==> config.mk <==
export PLATFORM = sky130hd
export DESIGN_NAME = universal_register
export DESIGN_NICKNAME = d
export VERILOG_FILES = /design/src/rtl/universal_register.sv
export SDC_FILE = /design/constraint.sdc
export NUM_CORES = 1
export LEC_CHECK = 0
export ABC_CLOCK_PERIOD_IN_PS = 2500
export CELL_PAD_IN_SITES_DETAIL_PLACEMENT = 1
export CELL_PAD_IN_SITES_GLOBAL_PLACEMENT = 1
export CORE_MARGIN = 1.5
export CORE_UTILIZATION = 39
export DETAILED_ROUTE_END_ITERATION = 8
export GPL_ROUTABILITY_DRIVEN = 0
export GPL_TIMING_DRIVEN = 0
export PLACE_DENSITY_LB_ADDON = 0.1
export SYNTH_ARGS = -nofsm -noshare
export SYNTH_HDL_FRONTEND = slang
export SYNTH_SLANG_ARGS = --single-unit
==> constraint.sdc <==
create_clock -name Clock -period 2.5 [get_ports Clock]
set_input_delay 0.25 -clock Clock [delete_from_list [all_inputs] [get_ports Clock]]
set_output_delay 0.25 -clock Clock [all_outputs]
set_load 0.03 [all_outputs]
==> src/rtl/universal_register.sv <==
// universal_register
//   Parametrised load/clear register with shift, rotate and increment/decrement
//   modes, a clock enable, a registered carry/borrow flag and a zero flag.
//
//   Parameters:
//     WIDTH       - data width (>= 2)
//     CLEAR_VALUE - value loaded on Clear
//     SATURATE    - 0: INC/DEC wrap, 1: INC/DEC saturate at all-ones / zero
//
//   Ports:
//     Clock    - rising-edge clock
//     Clear    - synchronous active-high clear, highest priority
//     Enable   - when low all state holds
//     Mode     - operation select (HOLD/LOAD/SHL/SHR/ROL/ROR/INC/DEC)
//     inData   - parallel load data
//     SerialIn - bit shifted in by SHL/SHR
//     outData  - register contents
//     CarryOut - registered carry, borrow or shifted-out bit
//     Zero     - combinational, high when outData is all zeros
module universal_register #(
  parameter int unsigned           WIDTH       = 8,
  parameter logic [WIDTH-1:0]      CLEAR_VALUE = '0,
  parameter bit                    SATURATE    = 1'b0
) (
  input  logic             Clock,
  input  logic             Clear,
  input  logic             Enable,
  input  logic [2:0]       Mode,
  input  logic [WIDTH-1:0] inData,
  input  logic             SerialIn,
  output logic [WIDTH-1:0] outData,
  output logic             CarryOut,
  output logic             Zero
);

  typedef enum logic [2:0] {
    MODE_HOLD = 3'b000,
    MODE_LOAD = 3'b001,
    MODE_SHL  = 3'b010,
    MODE_SHR  = 3'b011,
    MODE_ROL  = 3'b100,
    MODE_ROR  = 3'b101,
    MODE_INC  = 3'b110,
    MODE_DEC  = 3'b111
  } mode_e;

  localparam logic [WIDTH-1:0] ONE = WIDTH'(1);

  logic [WIDTH-1:0] data_q, data_d;
  logic             carry_q, carry_d;
  logic             all_ones, all_zero;

  assign all_ones = &data_q;
  assign all_zero = ~|data_q;

  always_comb begin
    data_d  = data_q;
    carry_d = carry_q;
    case (mode_e'(Mode))
      MODE_LOAD: begin
        data_d  = inData;
        carry_d = 1'b0;
      end
      MODE_SHL: begin
        data_d  = {data_q[WIDTH-2:0], SerialIn};
        carry_d = data_q[WIDTH-1];
      end
      MODE_SHR: begin
        data_d  = {SerialIn, data_q[WIDTH-1:1]};
        carry_d = data_q[0];
      end
      MODE_ROL: begin
        data_d  = {data_q[WIDTH-2:0], data_q[WIDTH-1]};
        carry_d = data_q[WIDTH-1];
      end
      MODE_ROR: begin
        data_d  = {data_q[0], data_q[WIDTH-1:1]};
        carry_d = data_q[0];
      end
      MODE_INC: begin
        // At all-ones the carry is raised in both wrap and saturate modes;
        // only the data outcome differs.
        if (all_ones) begin
          data_d  = SATURATE ? data_q : '0;
          carry_d = 1'b1;
        end else begin
          data_d  = data_q + ONE;
          carry_d = 1'b0;
        end
      end
      MODE_DEC: begin
        if (all_zero) begin
          data_d  = SATURATE ? data_q : '1;
          carry_d = 1'b1;
        end else begin
          data_d  = data_q - ONE;
          carry_d = 1'b0;
        end
      end
      default: ; // MODE_HOLD
    endcase
  end

  always_ff @(posedge Clock) begin
    if (Clear) begin
      data_q  <= CLEAR_VALUE;
      carry_q <= 1'b0;
    end else if (Enable) begin
      data_q  <= data_d;
      carry_q <= carry_d;
    end
  end

  assign outData  = data_q;
  assign CarryOut = carry_q;
  assign Zero     = all_zero;

endmodule

After elaboration in Yosys (flattened, before gate mapping)
Cells that the tools add are included.
Storage, ports and cells
  register bits after elaboration: 9
  bits in latches: 0
  bits in writable memories: 0
  memory bits (read-only): 0
  bits of input ports: 15
  output and inout port bits: 10
  logic and storage cells: 26
  memories kept: 0
Cells by class
  add/subtract/negate cells: 2
  multiply operators: 0
  divide/modulo/power cells: 0
  $lt $le $gt $ge: 0
  equal/unequal tests: 7
  shifts and indexed selects: 0
  mux-type cells: 6
  bitwise gates (word level): 0
  reduce and logical (&&, ||, !) cells: 9
Operators by type and width (number)
  $pmux 8 s7: 1
  $mux 8: 2
  $eq 3x3->1 const B: 4
  $add 8x1->8 const B: 1
  $reduce_and 8->1: 1
  $reduce_or 8->1: 1
  $sub 8x1->8 const B: 1
  $reduce_bool 7->1: 1
  $eq 3x2->1 const B: 2
  $pmux 1 s5: 1
  $reduce_bool 5->1: 1
  $reduce_and 2->1: 2
  $reduce_or 2->1: 2
  $eq 3x1->1 const B: 1
  $mux 1: 2
  $logic_not 1->1: 1

Longest topological paths before layout
Gate-level depths: netlist of run 1.
  depth after elaboration: 4
  depth in mapped cells: 8
  depth with buffers taken out: 7

Least setup slack after synthesis of run 1
Ideal clock, no wire load.
  path type: reg2reg
  start: reg data_q[0], in the netlist outData[0]
  end: reg carry_q, in the netlist CarryOut
  setup time: 0.070 ns
  data arrival time: 1.798 ns
  data required time: 2.430 ns
  path slack: 0.632 ns
  stages on the path, launching flop included: 9
  buffers on the path: 1
  period minus slack after synthesis: 1.868 ns
  cells stage by stage: dfxtp_1 > buf_2 > inv_1 > ha_1 > nor4b_4 > and2_1 > o2bb2ai_1 > o21ai_1 > a21oi_1
Between the ends
  cells in the longest elaborated chain, start to end: 3
  elaborated cells between the ends (all ways): 5
  those cells by class: 3 x mux; 2 x reduce/logical
RTL lines
  start: declaration: RTL line 49  | logic [WIDTH-1:0] data_q, data_d;
  start signal: assignment: RTL line 109  | data_q <= data_d;
  $reduce_or 8->1 or $reduce_and 8->1 (tied branches): RTL line 54, 53
  $mux 1, on equally long branches: RTL line 92, 83
  $pmux 1 s5 *: RTL line 59  | case (mode_e'(Mode))
  end signal: assignment: RTL line 110  | carry_q <= carry_d;
  end: declaration: RTL line 50  | logic carry_q, carry_d;
Mark *: on every way between the ends. The rest lies on a longest branch, timed or not.
A chain may end at the register's enable or synchronous reset.

Worst setup path after layout of run 1
  start: reg data_q[0], in the netlist outData[0]
  end: out Zero
Between the ends
  cells in the longest elaborated chain, start to end: 2
RTL lines
  $reduce_or 8->1: RTL line 54  | assign all_zero = ~|data_q;
  $logic_not 1->1: RTL line 54
  end: declaration: RTL line 33  | output logic Zero
Every way passes these cells.

==> run metrics, run 1 <==
status=complete, but fails checks; failing checks=design-rule violations; H-tree depth reported by CTS=1; CP delay by family, top=buffers and inverters; synthesis-to-layout area growth=23.52%; slew of the pin with the lowest slew margin=0.8068 ns; Leak=0.5505 nW; EDFF count, synth=0; syn_nets=174; largest net degree at the start of global routing=11; Via Count=1,346; Tot GR Track Use=0.2649; maximum vdd ir drop=0.0001541 V; Ys Warns=0; max incr delay on CP=0.41 ns; DRT antenna net count=0; critical path type=reg -> out; setup slack at placement=0.1607 ns; hold buffers post-CTS=0; clk sink count=9; post-layout minimum cycle time=2.411 ns; Worst EP required=2.25 ns; Synth Flop Type=dfxtp_1; asr flop ratio synth=0; RSZ-0062 raised after global routing=no; Setup Skew=0.004565 ns; PD cells=426.4 nW/um^2; register area share after synthesis=0.1547; Hold Path Class=in -> reg; slowest CP cell=dlygate4sd2_1; cells after synthesis=156; DIE AREA=3324 sq um; Post-CTS Setup Repair Bufs=0; CP Cell Sequence=buf_2, inv_1, ha_1, nor4b_4, and2_1, dlygate4sd2_1; synthesized area per cell=7.467 sq um; Die X=57.65 um; Iteration-0 DRC Markers=78; Setup TNS Final=0 ns; Die Y=57.65 um; post-CTS sizing=1; Layout Nets=200; Setup Viol. Count Final=0; Antenna diodes=0; Longest Clk Path Bufs=2; CP max FO=10; startpoint types=flop; vias in the first global route=1,360; FF+latch count, synth=9; fin. max-slew vios=0; Routed WL=4151 um; input/output buffers=21; WP buf/inv=3; first-pass GRT wire length=6803 um; Tcrit/Tclk final=0.9645; CTS tree=done; vias per cell=6.349; Slew Limit Headroom=0.4575; Clock Latency Late Sink=0.28 ns; slack of the critical path=0.08868 ns; root buffer cell=clkbuf_4; initial antenna violation count=0; endpoints failing hold=0; wire length per cell=19.58 um; cts bufs inserted=3; row count=19; I/O pins=25; Critical Path AT=2.16 ns; Core ar.=2805 sq um; Cell variety after synth=50; DRC viols=3; grt ovf=0; First-pass DRT Iterations=6; # Max-Cap Violations=0; Fmax=0.4147 GHz; layout cells sized above 1=0.1492; Reg clk slew, reported paths=0.08 ns; kind of end point of the critical path=output port; Initial Util=0.4153; Detailed Place HPWL=3104 um; Syn Std Cell Area=1165 sq um
==> kinds of logic (layout without fill, tap and decap cells) <==
kind of cell               after synthesis  after routing  synth area share
AOI/OAI and AO/OA                       47             47            0.2889
xor gates and xnor gates                 6              6           0.04511
adders and majority gates                3              3           0.03223
buffers and inverters                   18             43           0.09452
DFF                                      9              9            0.1547
muxes                                    7              7           0.06123
and+or+nand+nor                         66             66            0.3233
==> power by group <==
group / leakage [nW] / internal (mW) / switching, mW
Combinational: 0.462 / 0.130 / 0.186
Clock: 0.0150 / 0.0620 / 0.0677
Sequential: 0.0737 / 0.155 / 0.0130
==> Yosys cell counts (4+ instances only) <==
cell type	number	share of area
nor2_1	13	0.042
nand3_1	5	0.021
and3_1	6	0.032
a211oi_1	6	0.039
dfxtp_1	9	0.15
a21oi_1	7	0.030
o21ai_0	8	0.034
nand2_1	17	0.055
mux2i_1	6	0.052
buf_2	7	0.030
xor2_1	4	0.030
a311oi_1	4	0.030
==> per-layer routing <==
| metal | track usage | up-vias | wire length, um | share of wire |
|---|---|---|---|---|
| met1 | 0.3674 | 646 | 1880 | 0.45 |
| li1 | - | 636 | - | - |
| met5 | 0 | - | 0 | 0 |
| met4 | 0.07641 | 0 | 48 | 0.012 |
| met2 | 0.4448 | 56 | 2005 | 0.48 |
| met3 | 0.01563 | 8 | 217 | 0.052 |
==> worst paths after layout <==
path,to,start,cells past startpoint,slack (ns)
setup / recovery,Zero,outData[0]$_SDFFE_PP0P_,6,0.09
hold / removal,CarryOut$_SDFFE_PP0P_,Clear,2,0.42
setup reg to reg,outData[3]$_SDFFE_PP0P_,outData[0]$_SDFFE_PP0P_,8,0.40
hold reg to reg,CarryOut$_SDFFE_PP0P_,CarryOut$_SDFFE_PP0P_,2,0.46
==> per-stage QoR <==
stage | hold WS (ns) | cell area [sq um] | utilization | std cells | power [mW]
final | 0.4201 | 1439 | 0.5129 | 212 | 0.6136
after global routing | 0.4791 | 1439 | 0.5129 | 212 | 0.6446
after CTS | 0.4243 | 1439 | 0.5129 | 212 | 0.6124
after detailed placement | 0.4488 | 1414 | 0.5040 | 208 | 0.4858
after global placement | 0.4411 | 1414 | 0.5040 | 208 | 0.4776
after floorplan | 0.4459 | 1165 | - | 156 | 0.3791
==> area by class of cell <==
type / count / area, sq um
Fill cell: 368 / 1366
Tap cell: 31 / 38.79
Multi-Input combinational cell: 129 / 874.6
Timing Repair Buffer: 21 / 209.0
Buffer: 16 / 102.6
Sequential cell: 9 / 180.2
Clock buffer: 4 / 26.28
Inverter: 2 / 7.507
==> registers in the layout, summed over array words and instances, names as in the netlist <==
name      flops
outData       8
CarryOut      1
==> layout by cell type, fill, tap and decap left out, drive strengths merged, types with 5 or more instances in the layout <==
master,instances
clkdlybuf4s50,20
o21ai,10
buf,13
and3,7
nor3,5
a211oi,7
nor2,13
nand2,18
mux2i,6
clkbuf,7
nand3,5
a21oi,7
dfxtp,9
Note: power is estimated with default switching activity, not from simulation.
==> run 2, diff against run 1 <==
- CORE_MARGIN: 1.5 -> 2
- PLACE_DENSITY: not set -> 0.87
- PLACE_DENSITY_LB_ADDON: 0.1 -> not set
==> run 2 against run 1 <==
The run still ends with design-rule violations left. Final area did not move. Flip-flop and latch count stayed put. Global-route usage barely moved. Setup slack better by 0.12 ns. Combinational power hardly changed. Critical path type unchanged. Critical endpoint unchanged. Highest routed layer unchanged.
==> run metrics, run 2 (synthesized netlist as in run 1, its figures left out) <==
DRT antenna net count=0 (unchanged); CP Cell Sequence=buf_2, inv_1, ha_1, nor4b_4, and2_1, dlygate4sd2_1; Setup TNS Final=0 ns (unchanged); area of placed instances=1414 sq um (unchanged); slew of the pin with the lowest slew margin=0.8174 ns (+0.01062 ns); Die Y=58.65 um (+1.7%); worst hold start=Clear; Setup Viol. Count Final=0 (unchanged); Slew Limit Headroom=0.4504 (-0.007141); most frequent cells in the layout=clkdlybuf4s50_1 (20), nand2_1 (17), nor2_1 (13), dfxtp_1 (9), o21ai_0 (8); Setup crit start=outData[0]$_SDFFE_PP0P_; total power=618.9 uW (+0.87%); Routed WL=4247 um (+2.3%); hold buffers post-CTS=0 (unchanged); layout cells sized above 1=0.1492 (unchanged); slowest CP cell=dlygate4sd2_1; post-CTS sizing=1 (unchanged); Fmax=0.4362 GHz (+5.2%); Placed Cells=208 (unchanged); slack of the critical path=0.2074 ns (+0.1188 ns); setup slack at placement=0.2658 ns (+0.1051 ns); Seq pwr share=0.272 (about the same); sw frac=0.4404 (+0.004934); Antenna diodes=0 (unchanged); maximum vdd ir drop=0.0001258 V (-18%); DRC viols=2 (-1); post-layout minimum cycle time=2.293 ns (-0.1188 ns); Initial Util=0.4153 (unchanged); Longest Clk Path Bufs=2 (unchanged); failing checks=design-rule violations; RSZ-0062 raised after global routing=no; max incr delay on CP=0.40 ns (about the same); endpoints failing hold=0 (unchanged); combinational share of power=0.513 (-0.002); Die X=58.65 um (+1.7%); Hold Slack=0.4039 ns (-0.01620 ns); Core ar.=2805 sq um (unchanged); kind of end point of the critical path=output port; largest net degree at the start of global routing=11 (unchanged); Layout Cells excl Fill=212 (unchanged); Setup Skew=0.01134 ns (+0.006771 ns); PD cells=430.1 nW/um^2 (+0.87%); Layout Nets=200 (unchanged); design area=1439 sq um (unchanged); Hold Path Class=in -> reg; Leak=0.5505 nW (unchanged); startpoint types=flop; # Max-Cap Violations=0 (unchanged); wire length per cell=20.03 um (+2.3%); Detailed Place HPWL=3080 um (-0.78%); row count=19 (unchanged); max reg flops=8 (unchanged); input/output buffers=21 (unchanged); Pint=346.4 uW (about the same); grt ovf=0 (unchanged); CP max FO=10 (unchanged); initial antenna violation count=0 (unchanged); vias per cell=6.514 (+2.6%); critical path type=reg -> out; cts bufs inserted=3 (unchanged); Util after Layout=0.5129 (unchanged); H-tree depth reported by CTS=1 (unchanged); Critical Path AT=2.04 ns (-0.12 ns); First-pass DRT Iterations=6 (unchanged); Post-CTS Setup Repair Bufs=0 (unchanged); Fillers=379 (+3.0%); first-pass GRT wire length=6879 um (+1.1%); Worst EP required=2.25 ns (about the same); P_sw=272.5 uW (+2.0%); I/O pins=25 (unchanged); DIE AREA=3440 sq um (+3.5%); Iteration-0 DRC Markers=92 (+18%); vias in the first global route=1,393 (+2.4%); Reg clk slew, reported paths=0.07 ns (about the same); FF-to-FF Start=outData[0]$_SDFFE_PP0P_; root buffer cell=clkbuf_4; fin. max-slew vios=0 (unchanged); clk sink count=9 (unchanged); worst reg-to-reg setup slack=0.56 ns (+0.16 ns); leading cell type in the layout, fill and taps excluded=clkdlybuf4s50_1; Clk pwr share=0.215 (+0.004); synthesis-to-layout area growth=23.52% (unchanged); Via Count=1,381 (+2.6%); CTS tree=done; Tot GR Track Use=0.2646 (-0.0002979); status=complete, but fails checks; Clock Latency Late Sink=0.29 ns (about the same); Tcrit/Tclk final=0.9170 (-0.04750)
## run 2: layout make-up
type                       count  area, sq um  area share
inverter                       2        7.507    0.005217
timing repair buffer          21        209.0      0.1452
buffer                        16        102.6     0.07130
multi-input combinational    129        874.6      0.6078
clock buffer                   4        26.28     0.01826
tap                           31        38.79     0.02696
sequential                     9        180.2      0.1252
## run 2: critical path: cells and delay by family (launching register included)
kind,cells,cell delay [ns]
buffers and inverters,3,0.73
and+or+nand+nor,2,0.53
DFF,1,0.34
adders and majority gates,1,0.16
## run 2: path summary, 6_finish.rpt
check | to | depth (start not counted)
hold reg to reg | CarryOut$_SDFFE_PP0P_ | 2
setup reg to reg | outData[3]$_SDFFE_PP0P_ | 8
hold / removal | CarryOut$_SDFFE_PP0P_ | 2
setup / recovery | Zero | 6
## run 2: metal layers
metal  wire (um)  part of all wire  track usage  vias to the layer above
li1            -                 -            -                      639
met1        1752              0.41       0.3400                      663
met2        2047              0.48       0.4334                       63
met3         315             0.074      0.04615                       16
met4         131             0.031       0.1169                        0
met5           0                 0            0                        -
## run 2: power groups by stage
stage	Clock (mW)	Sequential (mW)	Combinational, mW
floorplan	0	0.191	0.188
global placement	0	0.170	0.304
detailed placement	0	0.172	0.312
CTS	0.130	0.168	0.313
finish	0.133	0.169	0.317
global route	0.132	0.170	0.340
==> run 3, diff against run 2 <==
- MAX_ROUTING_LAYER: not set -> met4
- RECOVER_POWER: not set -> 50
==> run 3 against run 2 <==
The flow still finishes with violations (design-rule violations). First-iteration DRC count is 5.4% lower. Global-route usage rose by 0.78 points. Via count increased by 0.65%. Maximum frequency up 0.36%. Wire length is 0.19% lower. Utilization is the same. Worst hold slack gained 0.0097 ns. Final area did not move. Combinational power hardly changed. Clock skew decreased by 0.0020 ns. Flip-flop and latch count unchanged. Total power shrank 1.4%. Critical path type unchanged. Critical endpoint unchanged.
==> run metrics, run 3 (synthesized netlist as in run 1, its figures left out) <==
cts bufs inserted=3 (unchanged); met2 Usage GRT=0.4334 (unchanged); grt ovf=0 (unchanged); largest net degree at the start of global routing=11 (unchanged); R2R depth=8 (unchanged); Slew Limit Headroom=0.4481 (-0.002299); DRC viols=2 (unchanged); Clock Latency Late Sink=0.28 ns (about the same); Die Y=58.65 um (unchanged); CP max FO=10 (unchanged); P_sw=267.4 uW (-1.9%); Iteration-0 DRC Markers=87 (-5.4%); RSZ-0062 raised after global routing=no; Seq pwr share=0.276 (+0.004); worst hold path depth=2 (unchanged); Worst EP required=2.25 ns (about the same); Setup Skew=0.009334 ns (-0.002002 ns); post-CTS sizing=1 (unchanged); root buffer cell=clkbuf_4; Register Area=180.2 sq um (unchanged); Hold Path Class=in -> reg; vias in the first global route=1,391 (-0.14%); Fillers=379 (unchanged); Hold Slack=0.4136 ns (+0.009694 ns); worst reg-to-reg setup slack=0.56 ns (about the same); Setup Viol. Count Final=0 (unchanged); Reg clk slew, reported paths=0.07 ns (about the same); initial antenna violation count=0 (unchanged); fin. max-slew vios=0 (unchanged); Critical Path AT=2.03 ns (about the same); Tot GR Track Use=0.2724 (+0.007814); max reg flops=8 (unchanged); input/output buffers=21 (unchanged); row count=19 (unchanged); kind of end point of the critical path=output port; endpoints failing hold=0 (unchanged); Util after Layout=0.5129 (unchanged); maximum vdd ir drop=0.0001236 V (-1.8%); Die X=58.65 um (unchanged); startpoint types=flop; Longest Clk Path Bufs=2 (unchanged); I/O pins=25 (unchanged); first-pass GRT wire length=6879 um (unchanged); status=complete, but fails checks; DRT antenna net count=0 (unchanged); Multi-input gate area=874.6 sq um (unchanged); r2r endpoint=outData[3]$_SDFFE_PP0P_; GR Util met1=0.3400 (unchanged); Post-CTS Setup Repair Bufs=0 (unchanged); Tcrit/Tclk final=0.9138 (-0.003252); wire length per cell=20.00 um (-0.19%); sw frac=0.4383 (-0.002043); GRT busiest layer=met2; H-tree depth reported by CTS=1 (unchanged); # Max-Cap Violations=0 (unchanged); Pint=342.6 uW (-1.1%); Detailed Place HPWL=3080 um (unchanged); worst hold start=Clear; Routed WL=4239 um (-0.19%); hold buffers post-CTS=0 (unchanged); most frequent cells in the layout=nand2_1 (17), nor2_1 (13), clkdlybuf4s50_1 (12), dfxtp_1 (9); clk sink count=9 (unchanged); layout cells sized above 1=0.1492 (unchanged); PD cells=423.9 nW/um^2 (-1.4%); Core ar.=2805 sq um (unchanged); post-layout minimum cycle time=2.284 ns (-0.008130 ns); FF-to-FF Start=outData[0]$_SDFFE_PP0P_; met3 Use GR=0.04615 (unchanged); Layout Nets=200 (unchanged); Via Count=1,390 (+0.65%); Setup TNS Final=0 ns (unchanged); Min-Delay Endpoint=CarryOut$_SDFFE_PP0P_; synthesis-to-layout area growth=23.52% (unchanged); slew of the pin with the lowest slew margin=0.8209 ns (+0.003420 ns); Fmax=0.4377 GHz (+0.36%); combinational share of power=0.515 (+0.002); CTS tree=done; Antenna diodes=0 (unchanged); Leak=0.5737 nW (+4.2%); leading cell type in the layout, fill and taps excluded=nand2_1; DIE AREA=3440 sq um (unchanged); First-pass DRT Iterations=6 (unchanged); Clk pwr share=0.210 (-0.005); critical path type=reg -> out; vias per cell=6.557 (+0.65%); Layout Cells excl Fill=212 (unchanged); Placed Cells=208 (unchanged); Initial Util=0.4153 (unchanged); failing checks=design-rule violations
==> run 3: how the worst max path moves through the flow <==
| stage | start | end | cells past startpoint |
|---|---|---|---|
| detailed placement | outData[0]$_SDFFE_PP0P_ | Zero | 6 |
| CTS | outData[0]$_SDFFE_PP0P_ | Zero | 6 |
| global route | outData[0]$_SDFFE_PP0P_ | Zero | 6 |
| finish | outData[0]$_SDFFE_PP0P_ | Zero | 6 |
| floorplan | outData[0]$_SDFFE_PP0P_ | CarryOut$_SDFFE_PP0P_ | 8 |
| global placement | outData[0]$_SDFFE_PP0P_ | Zero | 6 |
==> run 3: power by group through the flow <==
stage          Clock, mW  Combinational, mW  Sequential, mW
3_3_place_gp           0              0.304           0.170
5_1_grt            0.132              0.336           0.170
2_1_floorplan          0              0.188           0.191
3_5_place_dp           0              0.312           0.172
6_report           0.128              0.314           0.168
4_1_cts            0.130              0.313           0.168
==> run 3: metal layers <==
metal,wire length (um),vias to the layer above
met5,0,-
met4,100,0
met3,310,12
met2,2052,66
met1,1776,674
li1,-,638
==> run 3: critical path, stage by stage, from the launching register on <==
cell and delay [ns]:
dfxtp_1 0.34, buf_2 0.20, inv_1 0.13, ha_1 0.16, nor4b_4 0.31, and2_1 0.22
dlygate4sd2_1 0.40
==> run 3: final cells by class <==
class                           instances  share of cell area
Clock buffer                            4             0.01826
Sequential cell                         9              0.1252
Inverter                                2            0.005217
Tap cell                               31             0.02696
Multi-Input combinational cell        129              0.6078
Timing Repair Buffer                   21              0.1452
Buffer                                 16             0.07130
==> run 3: stage by stage <==
step	instance area [sq um]	worst slack [ns]	total power, mW
3_3_place_gp	1414	0.2740	0.4738
6_report	1439	0.2156	0.6100
5_1_grt	1439	0.1342	0.6380
4_1_cts	1439	0.2298	0.6104
2_1_floorplan	1165	0.6316	0.3791
3_5_place_dp	1414	0.2658	0.4835
